==> src/rtl/lifo_fifo_pkg.sv <==
// Shared types and helpers for the selectable LIFO/FIFO buffer.
package lifo_fifo_pkg;

    typedef enum logic {
        MODE_LIFO = 1'b0,
        MODE_FIFO = 1'b1
    } buf_mode_t;

    // Occupancy after one cycle, given which of push/pop were accepted.
    function automatic int unsigned next_count(
        input int unsigned cnt,
        input logic        push_acc,
        input logic        pop_acc
    );
        case ({push_acc, pop_acc})
            2'b10:   return cnt + 32'd1;
            2'b01:   return cnt - 32'd1;
            default: return cnt;
        endcase
    endfunction

endpackage

==> src/rtl/lifo_fifo_ram.sv <==
// DEPTH x DATA_W register file: one synchronous write port, one asynchronous read port.
module lifo_fifo_ram #(
    parameter int unsigned DATA_W = 8,
    parameter int unsigned DEPTH  = 16,
    parameter int unsigned ADDR_W = $clog2(DEPTH)
) (
    input  logic              clk,
    input  logic              we_i,
    input  logic [ADDR_W-1:0] waddr_i,
    input  logic [DATA_W-1:0] wdata_i,
    input  logic [ADDR_W-1:0] raddr_i,
    output logic [DATA_W-1:0] rdata_o
);

    logic [DATA_W-1:0] mem_q [DEPTH];

    // Read sees the pre-edge contents, so same-address write+read returns old data.
    always_ff @(posedge clk) begin
        if (we_i) begin
            mem_q[waddr_i] <= wdata_i;
        end
    end

    assign rdata_o = mem_q[raddr_i];

endmodule

==> src/rtl/lifo_fifo_buffer.sv <==
// Single-cycle buffer operating as a stack (LIFO) or queue (FIFO), mode latched while empty.
module lifo_fifo_buffer
    import lifo_fifo_pkg::*;
#(
    parameter int unsigned DATA_W = 8,
    parameter int unsigned DEPTH  = 16,
    parameter int unsigned ADDR_W = $clog2(DEPTH)
) (
    input  logic              clk,
    input  logic              rst_n,
    input  logic              mode_i,
    input  logic              clear_i,
    input  logic              push_i,
    input  logic              pop_i,
    input  logic [DATA_W-1:0] din_i,
    output logic [DATA_W-1:0] dout_o,
    output logic              dout_valid_o,
    output logic              full_o,
    output logic              empty_o,
    output logic [ADDR_W:0]   count_o,
    output logic              mode_o,
    output logic              overflow_o,
    output logic              underflow_o
);

    localparam int unsigned   CW       = ADDR_W + 1;
    localparam logic [CW-1:0] FULL_CNT = CW'(DEPTH);

    logic [CW-1:0]     count_q, count_d;
    logic [ADDR_W-1:0] wr_ptr_q, wr_ptr_d;
    logic [ADDR_W-1:0] rd_ptr_q, rd_ptr_d;
    logic [DATA_W-1:0] dout_q, dout_d;
    logic              valid_q, valid_d;
    logic              ovf_q, ovf_d;
    logic              udf_q, udf_d;
    buf_mode_t         mode_q, mode_d;

    logic              full, empty;
    logic              push_acc, pop_acc;
    logic              we;
    logic [ADDR_W-1:0] waddr, raddr, top_idx;
    logic [DATA_W-1:0] rdata;

    assign full     = (count_q == FULL_CNT);
    assign empty    = (count_q == '0);
    assign pop_acc  = pop_i && !empty && !clear_i;
    assign push_acc = push_i && (!full || pop_acc) && !clear_i;
    assign top_idx  = count_q[ADDR_W-1:0] - ADDR_W'(1);
    assign we       = push_acc;

    // LIFO push+pop overwrites the current top instead of growing the stack.
    always_comb begin
        if (mode_q == MODE_LIFO) begin
            raddr = top_idx;
            waddr = pop_acc ? top_idx : count_q[ADDR_W-1:0];
        end else begin
            raddr = rd_ptr_q;
            waddr = wr_ptr_q;
        end
    end

    lifo_fifo_ram #(
        .DATA_W (DATA_W),
        .DEPTH  (DEPTH),
        .ADDR_W (ADDR_W)
    ) u_ram (
        .clk     (clk),
        .we_i    (we),
        .waddr_i (waddr),
        .wdata_i (din_i),
        .raddr_i (raddr),
        .rdata_o (rdata)
    );

    always_comb begin
        count_d  = count_q;
        wr_ptr_d = wr_ptr_q;
        rd_ptr_d = rd_ptr_q;
        dout_d   = dout_q;
        valid_d  = 1'b0;
        ovf_d    = ovf_q;
        udf_d    = udf_q;
        mode_d   = mode_q;

        if (clear_i) begin
            count_d  = '0;
            wr_ptr_d = '0;
            rd_ptr_d = '0;
            ovf_d    = 1'b0;
            udf_d    = 1'b0;
        end else begin
            if (push_i && !push_acc) ovf_d = 1'b1;
            if (pop_i && !pop_acc)   udf_d = 1'b1;
            count_d = CW'(next_count(32'(count_q), push_acc, pop_acc));
            if (mode_q == MODE_FIFO) begin
                if (push_acc) wr_ptr_d = wr_ptr_q + ADDR_W'(1);
                if (pop_acc)  rd_ptr_d = rd_ptr_q + ADDR_W'(1);
            end
            if (pop_acc) begin
                dout_d  = rdata;
                valid_d = 1'b1;
            end
        end

        if (count_d == '0) begin
            mode_d = buf_mode_t'(mode_i);
        end
        // Pointers idle at zero in LIFO so a later switch to FIFO starts clean.
        if (mode_d == MODE_LIFO) begin
            wr_ptr_d = '0;
            rd_ptr_d = '0;
        end
    end

    always_ff @(posedge clk or negedge rst_n) begin
        if (!rst_n) begin
            count_q  <= '0;
            wr_ptr_q <= '0;
            rd_ptr_q <= '0;
            dout_q   <= '0;
            valid_q  <= 1'b0;
            ovf_q    <= 1'b0;
            udf_q    <= 1'b0;
            mode_q   <= MODE_LIFO;
        end else begin
            count_q  <= count_d;
            wr_ptr_q <= wr_ptr_d;
            rd_ptr_q <= rd_ptr_d;
            dout_q   <= dout_d;
            valid_q  <= valid_d;
            ovf_q    <= ovf_d;
            udf_q    <= udf_d;
            mode_q   <= mode_d;
        end
    end

    assign dout_o       = dout_q;
    assign dout_valid_o = valid_q;
    assign full_o       = full;
    assign empty_o      = empty;
    assign count_o      = count_q;
    assign mode_o       = mode_q;
    assign overflow_o   = ovf_q;
    assign underflow_o  = udf_q;

endmodule

==> config.mk <==
export PLATFORM = sky130hd
export DESIGN_NAME = lifo_fifo_buffer
export DESIGN_NICKNAME = d
export VERILOG_FILES = /design/src/rtl/lifo_fifo_pkg.sv /design/src/rtl/lifo_fifo_ram.sv /design/src/rtl/lifo_fifo_buffer.sv
export SDC_FILE = /design/constraint.sdc
export NUM_CORES = 1
export LEC_CHECK = 0
export CAP_MARGIN = 20
export CORE_MARGIN = 1
export CORE_UTILIZATION = 23
export CTS_CLUSTER_DIAMETER = 60
export DETAILED_ROUTE_END_ITERATION = 6
export PLACE_DENSITY_LB_ADDON = 0.08
export SLEW_MARGIN = 20
export SYNTH_ARGS = -nofsm -noshare
export SYNTH_HDL_FRONTEND = slang
export SYNTH_SLANG_ARGS = --single-unit
==> constraint.sdc <==
create_clock -name clk -period 4.6 [get_ports clk]
set_input_delay 1.15 -clock clk [delete_from_list [all_inputs] [get_ports clk]]
set_output_delay 1.15 -clock clk [all_outputs]
set_load 0.02 [all_outputs]
==> results of run 1 <==
==> cells by family (layout without fill, tap and decap cells) <==
| family | after synthesis | after routing | share of synthesized area |
|---|---|---|---|
| other cells | 0 | 1 | 0 |
| xor+xnor | 15 | 15 | 0.0191 |
| mux | 124 | 124 | 0.186 |
| flops | 153 | 153 | 0.648 |
| buf+inv | 33 | 102 | 0.0232 |
| compound gates | 38 | 38 | 0.0390 |
| simple gates | 101 | 101 | 0.0719 |
| fa+ha+maj | 7 | 7 | 0.0127 |
==> layout by cell type (no fill, tap or decap), types with 8 or more instances in the layout <==
master and count:
clkbuf_16 17, edfxtp_1 128, dfrtp_1 25, nor2_1 43, mux2i_1 115, mux2_4 8
clkdlybuf4s50_1 32, xor2_1 9, buf_4 30, o221ai_1 8, nand2_1 26
==> flip-flops by register name, summed over array words and instances (netlist names) <==
signal	flops
mode_o	1
dout_o	8
dout_valid_o	1
u_ram.mem_q	128
wr_ptr_q	4
count_o	5
rd_ptr_q	4
underflow_o	1
overflow_o	1
==> worst max-delay path: cells and delay by family <==
family                     cells  cell delay [ns]
adders and majority gates      1             0.21
and+or+nand+nor                7             1.55
AOI/OAI and AO/OA              1             0.18
buffers and inverters          2             0.73
muxes                          1             0.33
==> worst max path at each step <==
| stage | cells past startpoint | endpoint |
|---|---|---|
| finish | 12 | rd_ptr_q[1] |
| global placement | 12 | rd_ptr_q[2] |
| global route | 12 | rd_ptr_q[1] |
| CTS | 12 | rd_ptr_q[2] |
| detailed placement | 12 | rd_ptr_q[2] |
| floorplan | 18 | rd_ptr_q[0] |
==> cell type report <==
cell class,instances,area (sq um)
diodes,1,2.50
clock buffers,17,425
clock inverters,15,199
fillers,2983,21100
inverters,7,26.3
multi-input cells,285,2300
flip-flops and latches,153,4470
well taps,390,488
repair buffers,63,566
==> metal layers <==
metal,global-route usage,wire (um)
met5,0,0
met4,0.0388,188
met3,0.0222,303
met2,0.192,8290
met1,0.154,8060
==> power by group through the flow <==
stage | combinational, mW | sequential (mW) | clock [mW]
6_report | 0.953 | 1.61 | 1.43
5_1_grt | 1.04 | 1.62 | 1.52
4_1_cts | 0.978 | 1.62 | 1.47
3_5_place_dp | 0.974 | 1.65 | 0
3_3_place_gp | 0.975 | 1.65 | 0
2_1_floorplan | 0.587 | 1.67 | 0
==> per-stage QoR <==
step,area [sq um],hold slack (ns)
after floorplan,6900,0.591
after global placement,7840,0.491
after detailed placement,7850,0.487
after CTS,8470,0.503
after global routing,8470,0.543
final,8470,0.498
==> results.json, run 1 <==
{
  "worst_pin_slew_ns": 0.879,
  "cts-resized-gates": 0,
  "place.gp.congestion": 0.735,
  "critical_path.max_stage_delay_ns": 0.58,
  "p_clk_frac": 0.358,
  "via_count": 3923,
  "drc": 0,
  "place_inst": 898,
  "clockRootBuffer": "clkbuf_16",
  "rows": 63,
  "finalHoldViolations": 0,
  "final_cells": 931,
  "r2r_cells": 14,
  "die_height_um": 175,
  "syn_to_final_growth_pct": 22.9,
  "synth_edf_count": 128,
  "syn_area_per_cell_sq_um": 14.6,
  "initial_core_util": 0.233,
  "slew_headroom": 0.413,
  "hold_end": "dout_o[1]",
  "finalNetCount": 548,
  "rsz0062_at_grt": "no",
  "intPower_mw": 2.72,
  "drive_above_1_share": 0.154,
  "synth_top_area_share": 0.557,
  "netlist_top_cells_area": "edfxtp_1 (56%), mux2i_1 (17%), dfrtp_1 (9.1%)",
  "ctsHoldBuffers": 0,
  "setup_viol_count_final": 0,
  "yosysWarnings": 0,
  "min_from": "dout_o[1]",
  "clkLatencyLatePin_ns": 0.43,
  "peakVddDrop_uv": 200,
  "port_buffers": 32,
  "coreArea_sq_um": 29600,
  "ys_seq_elements": 153,
  "power-per-cell-area_nw_per_um2": 472,
  "max-clock-path-buffers": 2,
  "period_share": 0.840,
  "status": "finished clean",
  "wl_per_cell_um": 18.1,
  "syn_area_sq_um": 6900,
  "synthTopCellsByCount": "edfxtp_1 (128), mux2i_1 (115), nor2_1 (43), nand2_1 (26), dfrtp_1 (25)",
  "utilization": 0.287,
  "synthArstFlopShare": 0.163,
  "die_w_um": 175,
  "r2r-end": "rd_ptr_q[1]",
  "cts_tree": "yes",
  "numCtsBuffers": 17,
  "crit_path_end_kind": "flip-flop",
  "post-synth-top-count-cell": "edfxtp_1",
  "p_total_mw": 4.00,
  "grt_pass1_wl_mm": 25.6,
  "drt-total-wl_mm": 16.8,
  "synth_nets": 492,
  "arrival_ns": 4.17,
  "critical_path_class": "input pin to flip-flop",
  "drtIter0Drc": 238,
  "antenna_found_initial": 0,
  "crit_chain": "clkdlybuf4s50_1 -> nand2b_1 -> nand2_1 -> nand3b_1 -> ha_1 -> buf_4 -> or4b_1 -> a21o_1 -> and3_4 -> nor4_4 -> nand2_4 -> mux2_4",
  "hpwl_mm": 11.2,
  "dp_slack_ns": 0.298,
  "min_path_cells": 2,
  "overflow": 0,
  "r2r-start": "count_o[0]",
  "setup.worst_path.start": "clear_i",
  "post-cts-setup-buffers": 0,
  "grt_start_max_net_pins": 26,
  "r2r_slack_ns": 0.96,
  "cp-start-kind": "input pin",
  "seq_area_frac_synth": 0.648,
  "yosys.cell_types.count": 47,
  "tns_ns": 0,
  "fin_crit_ns": 3.86,
  "hold_class": "flip-flop to flip-flop",
  "io_pins": 33,
  "cp_max_fo": 8,
  "synthCells": 471,
  "path_clk_slew_ns": 0.07,
  "pwr-share-comb": 0.238,
  "final_antenna_net_count": 0,
  "p_seq_frac": 0.404,
  "slew_viol_final": 0,
  "drv_cap": 0,
  "grt_pass1_vias": 4122,
  "synth_flop_cell": "edfxtp_1",
  "max_freq_mhz": 259,
  "clock_sinks": 153,
  "slowest_stage": "clkdlybuf4s50_1",
  "switching_power_mw": 1.27,
  "track_usage": 0.117,
  "swShare": 0.318,
  "worst_slack_ns": 0.738,
  "drt-vias-per-instance": 4.21,
  "skew_ns": 0.0109,
  "cts-htree-levels": 4,
  "leakage_nw": 3.24,
  "crit_required_ns": 4.91,
  "synth.largest_area_cell": "edfxtp_1",
  "die_area_sq_um": 30700,
  "dr.pass1.iters": 5
}
Note: power is estimated with default switching activity, not from simulation.
==> inputs of run 2 (changes only) <==
clock period = 3.9 ns   (was 4.6 ns; I/O delays follow)
==> run 2 against run 1 <==
  * Clock power grew 17%
  * Non-clock buffer count grew 6
  * Via count grew 0.41%
  * Clock skew hardly changed
  * Sequential share of layout area down 0.26 points
  * Clock-buffer cell count stayed put
  * Design area up 0.49%
  * Critical path depth is 2 higher
  * Combinational power up 23%
  * Routed wire length up 1.5%
  * Sequential cell count unchanged
==> results.json, run 2 (synthesis results as in run 1) <==
{
  "max_freq_mhz": 287,
  "wl_per_cell_um": 18.2,
  "slowest_stage": "or4b_4",
  "grt_pass1_vias": 4095,
  "finalHoldViolations": 0,
  "design_area_sq_um": 8510,
  "tns_ns": 0,
  "switching_power_mw": 1.46,
  "crit_path_end_kind": "flip-flop",
  "final_common_cell": "edfxtp_1",
  "dr_wl_met3_um": 259,
  "rows": 63,
  "skew_ns": 0.0105,
  "die_area_sq_um": 30700,
  "numCtsBuffers": 17,
  "met2_length_mm": 8.25,
  "drt-vias-per-instance": 4.20,
  "top_layer": "met4",
  "crit_chain": "inv_1 -> ha_1 -> or4b_4 -> nand2_1 -> inv_1 -> ha_1 -> xor2_1 -> ha_1 -> a21oi_1 -> xor2_1 -> o21a_1 -> nor4_4 -> nand2_4 -> mux2_4",
  "status": "finished clean",
  "drc": 0,
  "grt_start_max_net_pins": 33,
  "largest_reg_flops": 128,
  "setup_viol_count_final": 0,
  "grt_pass1_wl_mm": 26.1,
  "largest_register": "u_ram.mem_q",
  "cp_max_fo": 8,
  "wirelength_met1_mm": 8.37,
  "crit_family": "simple AND/OR/NAND/NOR gates",
  "cts-htree-levels": 4,
  "slew_viol_final": 0,
  "rsz0062_at_grt": "no",
  "clockRootBuffer": "clkbuf_16",
  "slew_headroom": 0.464,
  "leakage_nw": 3.26,
  "dr.pass1.iters": 4,
  "critical_path_class": "flip-flop to flip-flop",
  "peakVddDrop_uv": 279,
  "intPower_mw": 3.27,
  "clkLatencyLatePin_ns": 0.42,
  "track_usage": 0.118,
  "arrival_ns": 3.79,
  "hpwl_mm": 11.4,
  "worst_pin_slew_ns": 0.802,
  "power-per-cell-area_nw_per_um2": 555,
  "swShare": 0.308,
  "cts_tree": "yes",
  "place_area_sq_um": 7910,
  "clock_sinks": 153,
  "final_antenna_net_count": 0,
  "pwr-share-comb": 0.247,
  "drt-total-wl_mm": 17.1,
  "antenna_found_initial": 0,
  "initial_core_util": 0.233,
  "p_seq_frac": 0.399,
  "io_pins": 33,
  "syn_to_final_growth_pct": 23.5,
  "place.gp.congestion": 0.747,
  "die_height_um": 175,
  "p_clk_frac": 0.354,
  "hold_class": "flip-flop to flip-flop",
  "drive_above_1_share": 0.165,
  "path_clk_slew_ns": 0.07,
  "overflow": 0,
  "drtIter0Drc": 196,
  "period_share": 0.895,
  "via_count": 3939,
  "die_w_um": 175,
  "mostFrequentLayoutCells": "edfxtp_1 (128), mux2i_1 (115), nor2_1 (43), buf_4 (34), clkdlybuf4s50_1 (32)",
  "finalNetCount": 554,
  "crit_required_ns": 4.20,
  "cp_common_cell": "ha_1",
  "max-clock-path-buffers": 2,
  "critPathBufInv": 2,
  "cp-start-kind": "flip-flop",
  "utilization": 0.288,
  "critical_path.max_stage_delay_ns": 0.53,
  "drv_cap": 0,
  "coreArea_sq_um": 29600,
  "timing.hold.ws_ns": 0.500,
  "port_buffers": 32,
  "p_total_mw": 4.73,
  "fin_crit_ns": 3.49
}
## run 2: cell count changes in the layout (fill, tap and decap cells not counted), moves of 2 or more
cell / previous run / this run
clkinvlp_4: 0 / 3
clkinv_4: 3 / 0
inv_6: 1 / 5
clkinv_8: 6 / 2
buf_4: 30 / 34
buf_12: 1 / 3
inv_12: 2 / 0
## run 2: worst reg2reg max path: stages (launching register included)
cell and delay (ns):
dfrtp_1 0.38, inv_1 0.15, ha_1 0.21, or4b_4 0.53, nand2_1 0.11, inv_1 0.06
ha_1 0.23, xor2_1 0.15, ha_1 0.21, a21oi_1 0.15, xor2_1 0.10, o21a_1 0.22
nor4_4 0.36, nand2_4 0.18, mux2_4 0.33
## run 2: power groups by stage
| stage | Clock [mW] | Combinational, mW | Sequential, mW |
|---|---|---|---|
| 3_5_place_dp | 0 | 1.20 | 1.93 |
| 3_3_place_gp | 0 | 1.20 | 1.92 |
| 2_1_floorplan | 0 | 0.692 | 1.97 |
| 5_1_grt | 1.80 | 1.28 | 1.90 |
| 6_report | 1.67 | 1.17 | 1.89 |
| 4_1_cts | 1.72 | 1.20 | 1.89 |
## run 2: repair_timing
action                     in CTS  in global routing
setup endpoints to repair       0                  4
gates resized for setup         0                  1
hold buffers                    0                  0
setup buffers                   0                  0
## run 2: per-layer routing
layer  up-vias  track usage
met5         -            0
met4         0       0.0370
met3        15       0.0196
met2        27        0.193
met1      2011        0.159
li1       1886            -
## run 2: area by class of cell
| cell class | count | area, sq um |
|---|---|---|
| Sequential cell | 153 | 4470 |
| Timing Repair Buffer | 69 | 636 |
| Antenna cell | 1 | 2.50 |
| Inverter | 7 | 26.3 |
| Clock buffer | 17 | 425 |
| Fill cell | 3004 | 21000 |
| Clock inverter | 15 | 174 |
| Multi-Input combinational cell | 285 | 2290 |
| Tap cell | 390 | 488 |
## run 2: metrics by stage
stage | setup WS (ns) | cells
3_3_place_gp | 0.0309 | 904
6_report | 0.411 | 937
5_1_grt | 0.126 | 936
2_1_floorplan | 0.111 | 471
3_5_place_dp | 0.00199 | 904
4_1_cts | 0.229 | 936
## run 2: path summary, 6_finish.rpt
path	start	endpoint	slack [ns]	depth (start not counted)
worst max-delay path	count_o[0]	rd_ptr_q[2]	0.41	14
worst min-delay path	dout_o[2]	dout_o[2]	0.50	2
worst max register to register	count_o[0]	rd_ptr_q[2]	0.41	14
worst min register to register	dout_o[2]	dout_o[2]	0.50	2
max in group asynchronous	rst_n	dout_o[3]	2.66	2
min in group asynchronous	rst_n	wr_ptr_q[1]	0.94	2
==> inputs of run 3 (changes only) <==
clock period = 3.8 ns   (was 3.9 ns; I/O delays follow)
==> run 3 against run 2 <==
  * Setup slack got worse by 0.11 ns
  * Sequential power rose by 3%
  * Hold slack improved by 0.0015 ns
==> results.json, run 3 (synthesis results as in run 1) <==
{
  "status": "finished clean",
  "final_antenna_net_count": 0,
  "syn_to_final_growth_pct": 23.5,
  "coreArea_sq_um": 29600,
  "io_pins": 33,
  "path_clk_slew_ns": 0.07,
  "post-cts-setup-buffers": 0,
  "via_count": 3959,
  "wl_per_cell_um": 18.0,
  "min_from": "dout_o[1]",
  "arrival_ns": 2.55,
  "power-per-cell-area_nw_per_um2": 567,
  "place_area_sq_um": 7920,
  "max-clock-path-buffers": 2,
  "cts-resized-gates": 0,
  "setup.worst_path.start": "count_o[0]",
  "design_area_sq_um": 8510,
  "cts-htree-levels": 4,
  "ctsHoldBuffers": 0,
  "cts_tree": "yes",
  "finalNetCount": 556,
  "dr.pass1.iters": 4,
  "hold_class": "flip-flop to flip-flop",
  "peakVddDrop_uv": 261,
  "cp-start-kind": "flip-flop",
  "finalHoldViolations": 0,
  "rows": 63,
  "r2r-start": "count_o[0]",
  "numCtsBuffers": 17,
  "swShare": 0.306,
  "switching_power_mw": 1.48,
  "overflow": 0,
  "slew_headroom": 0.499,
  "track_usage": 0.116,
  "worst_pin_slew_ns": 0.751,
  "timing.hold.ws_ns": 0.502,
  "clock_sinks": 153,
  "max_freq_mhz": 286,
  "antenna_found_initial": 0,
  "num-fill-cells": 2998,
  "drtIter0Drc": 184,
  "tns_ns": 0,
  "pwr-share-comb": 0.249,
  "largest_register": "u_ram.mem_q",
  "drt-total-wl_mm": 16.9,
  "p_clk_frac": 0.349,
  "period_share": 0.920,
  "drv_cap": 0,
  "place.gp.congestion": 0.704,
  "port_buffers": 32,
  "drt-vias-per-instance": 4.22,
  "die_height_um": 175,
  "grt_start_max_net_pins": 33,
  "critical_path_class": "flip-flop to output port",
  "intPower_mw": 3.35,
  "fin_crit_ns": 3.50,
  "clkLatencyLatePin_ns": 0.42,
  "die_area_sq_um": 30700,
  "drive_above_1_share": 0.164,
  "final_common_cell": "edfxtp_1",
  "largest_reg_flops": 128,
  "initial_core_util": 0.233,
  "die_w_um": 175,
  "skew_ns": 0.00975,
  "crit_path_end_kind": "output port",
  "hpwl_mm": 11.2,
  "grt_pass1_wl_mm": 25.9,
  "cp_max_fo": 6,
  "clockRootBuffer": "clkbuf_16",
  "rsz0062_at_grt": "no",
  "mostFrequentLayoutCells": "edfxtp_1 (128), mux2i_1 (115), nor2_1 (43), buf_4 (36), clkdlybuf4s50_1 (32)",
  "setup_viol_count_final": 0,
  "leakage_nw": 3.28,
  "drc": 0,
  "crit_required_ns": 2.85,
  "grt_pass1_vias": 4063,
  "n_antenna_cell": 0,
  "p_seq_frac": 0.401,
  "slew_viol_final": 0
}
[run 3: cell count changes in the layout (fill, tap and decap cells not counted)]
cell | before | now
buf_4 | 34 | 36
clkinv_1 | 0 | 1
clkinv_2 | 0 | 1
clkinv_4 | 0 | 3
clkinvlp_4 | 3 | 1
diode_2 | 1 | 0
inv_6 | 5 | 3
inv_8 | 4 | 3
or4b_1 | 1 | 2
or4b_4 | 1 | 0
[run 3: layout make-up]
type | instances | area (sq um) | share of cell area
clock buffers | 17 | 425 | 0.0500
clock inverters | 15 | 165 | 0.0194
inverters | 7 | 26.3 | 0.00309
multi-input cells | 285 | 2290 | 0.269
flip-flops and latches | 153 | 4470 | 0.525
well taps | 390 | 488 | 0.0573
repair buffers | 71 | 651 | 0.0764
[run 3: critical path, cell delays in order (launching register included)]
cell and delay, ns:
dfrtp_1 0.38, inv_1 0.18, ha_1 0.22, or4b_1 0.48
buf_4 0.19, inv_1 0.08, clkdlybuf4s50_1 0.61
[run 3: power groups by stage]
stage                     sequential (mW)  clock, mW  combinational (mW)
after floorplan                      2.02          0               0.710
after global placement               1.98          0                1.23
after CTS                            1.94       1.73                1.23
after detailed placement             1.98          0                1.23
after global routing                 1.95       1.80                1.31
final                                1.94       1.69                1.20
[run 3: per-stage QoR]
stage | utilization | total power, mW | worst slack [ns] | cells
6_report | 0.288 | 4.83 | 0.303 | 938
5_1_grt | 0.288 | 5.05 | 0.0953 | 938
4_1_cts | 0.288 | 4.91 | 0.268 | 938
3_5_place_dp | 0.268 | 3.21 | -0.0870 | 906
3_3_place_gp | 0.268 | 3.20 | -0.0411 | 906
2_1_floorplan | - | 2.73 | 0.0106 | 471
[run 3: worst paths after layout]
kind | to | slack [ns] | cells past startpoint
setup / recovery | empty_o | 0.30 | 6
hold / removal | dout_o[1] | 0.50 | 2
setup reg to reg | rd_ptr_q[0] | 0.33 | 14
hold reg to reg | dout_o[1] | 0.50 | 2
max in group asynchronous | dout_o[4] | 2.59 | 2
min in group asynchronous | underflow_o | 0.92 | 2
[run 3: per-layer routing]
metal	up-vias	GRT usage	share of wire
met5	-	0	0
met4	0	0.0359	0.010
met3	10	0.0209	0.018
met2	48	0.186	0.48
met1	2008	0.158	0.50
li1	1893	-	-
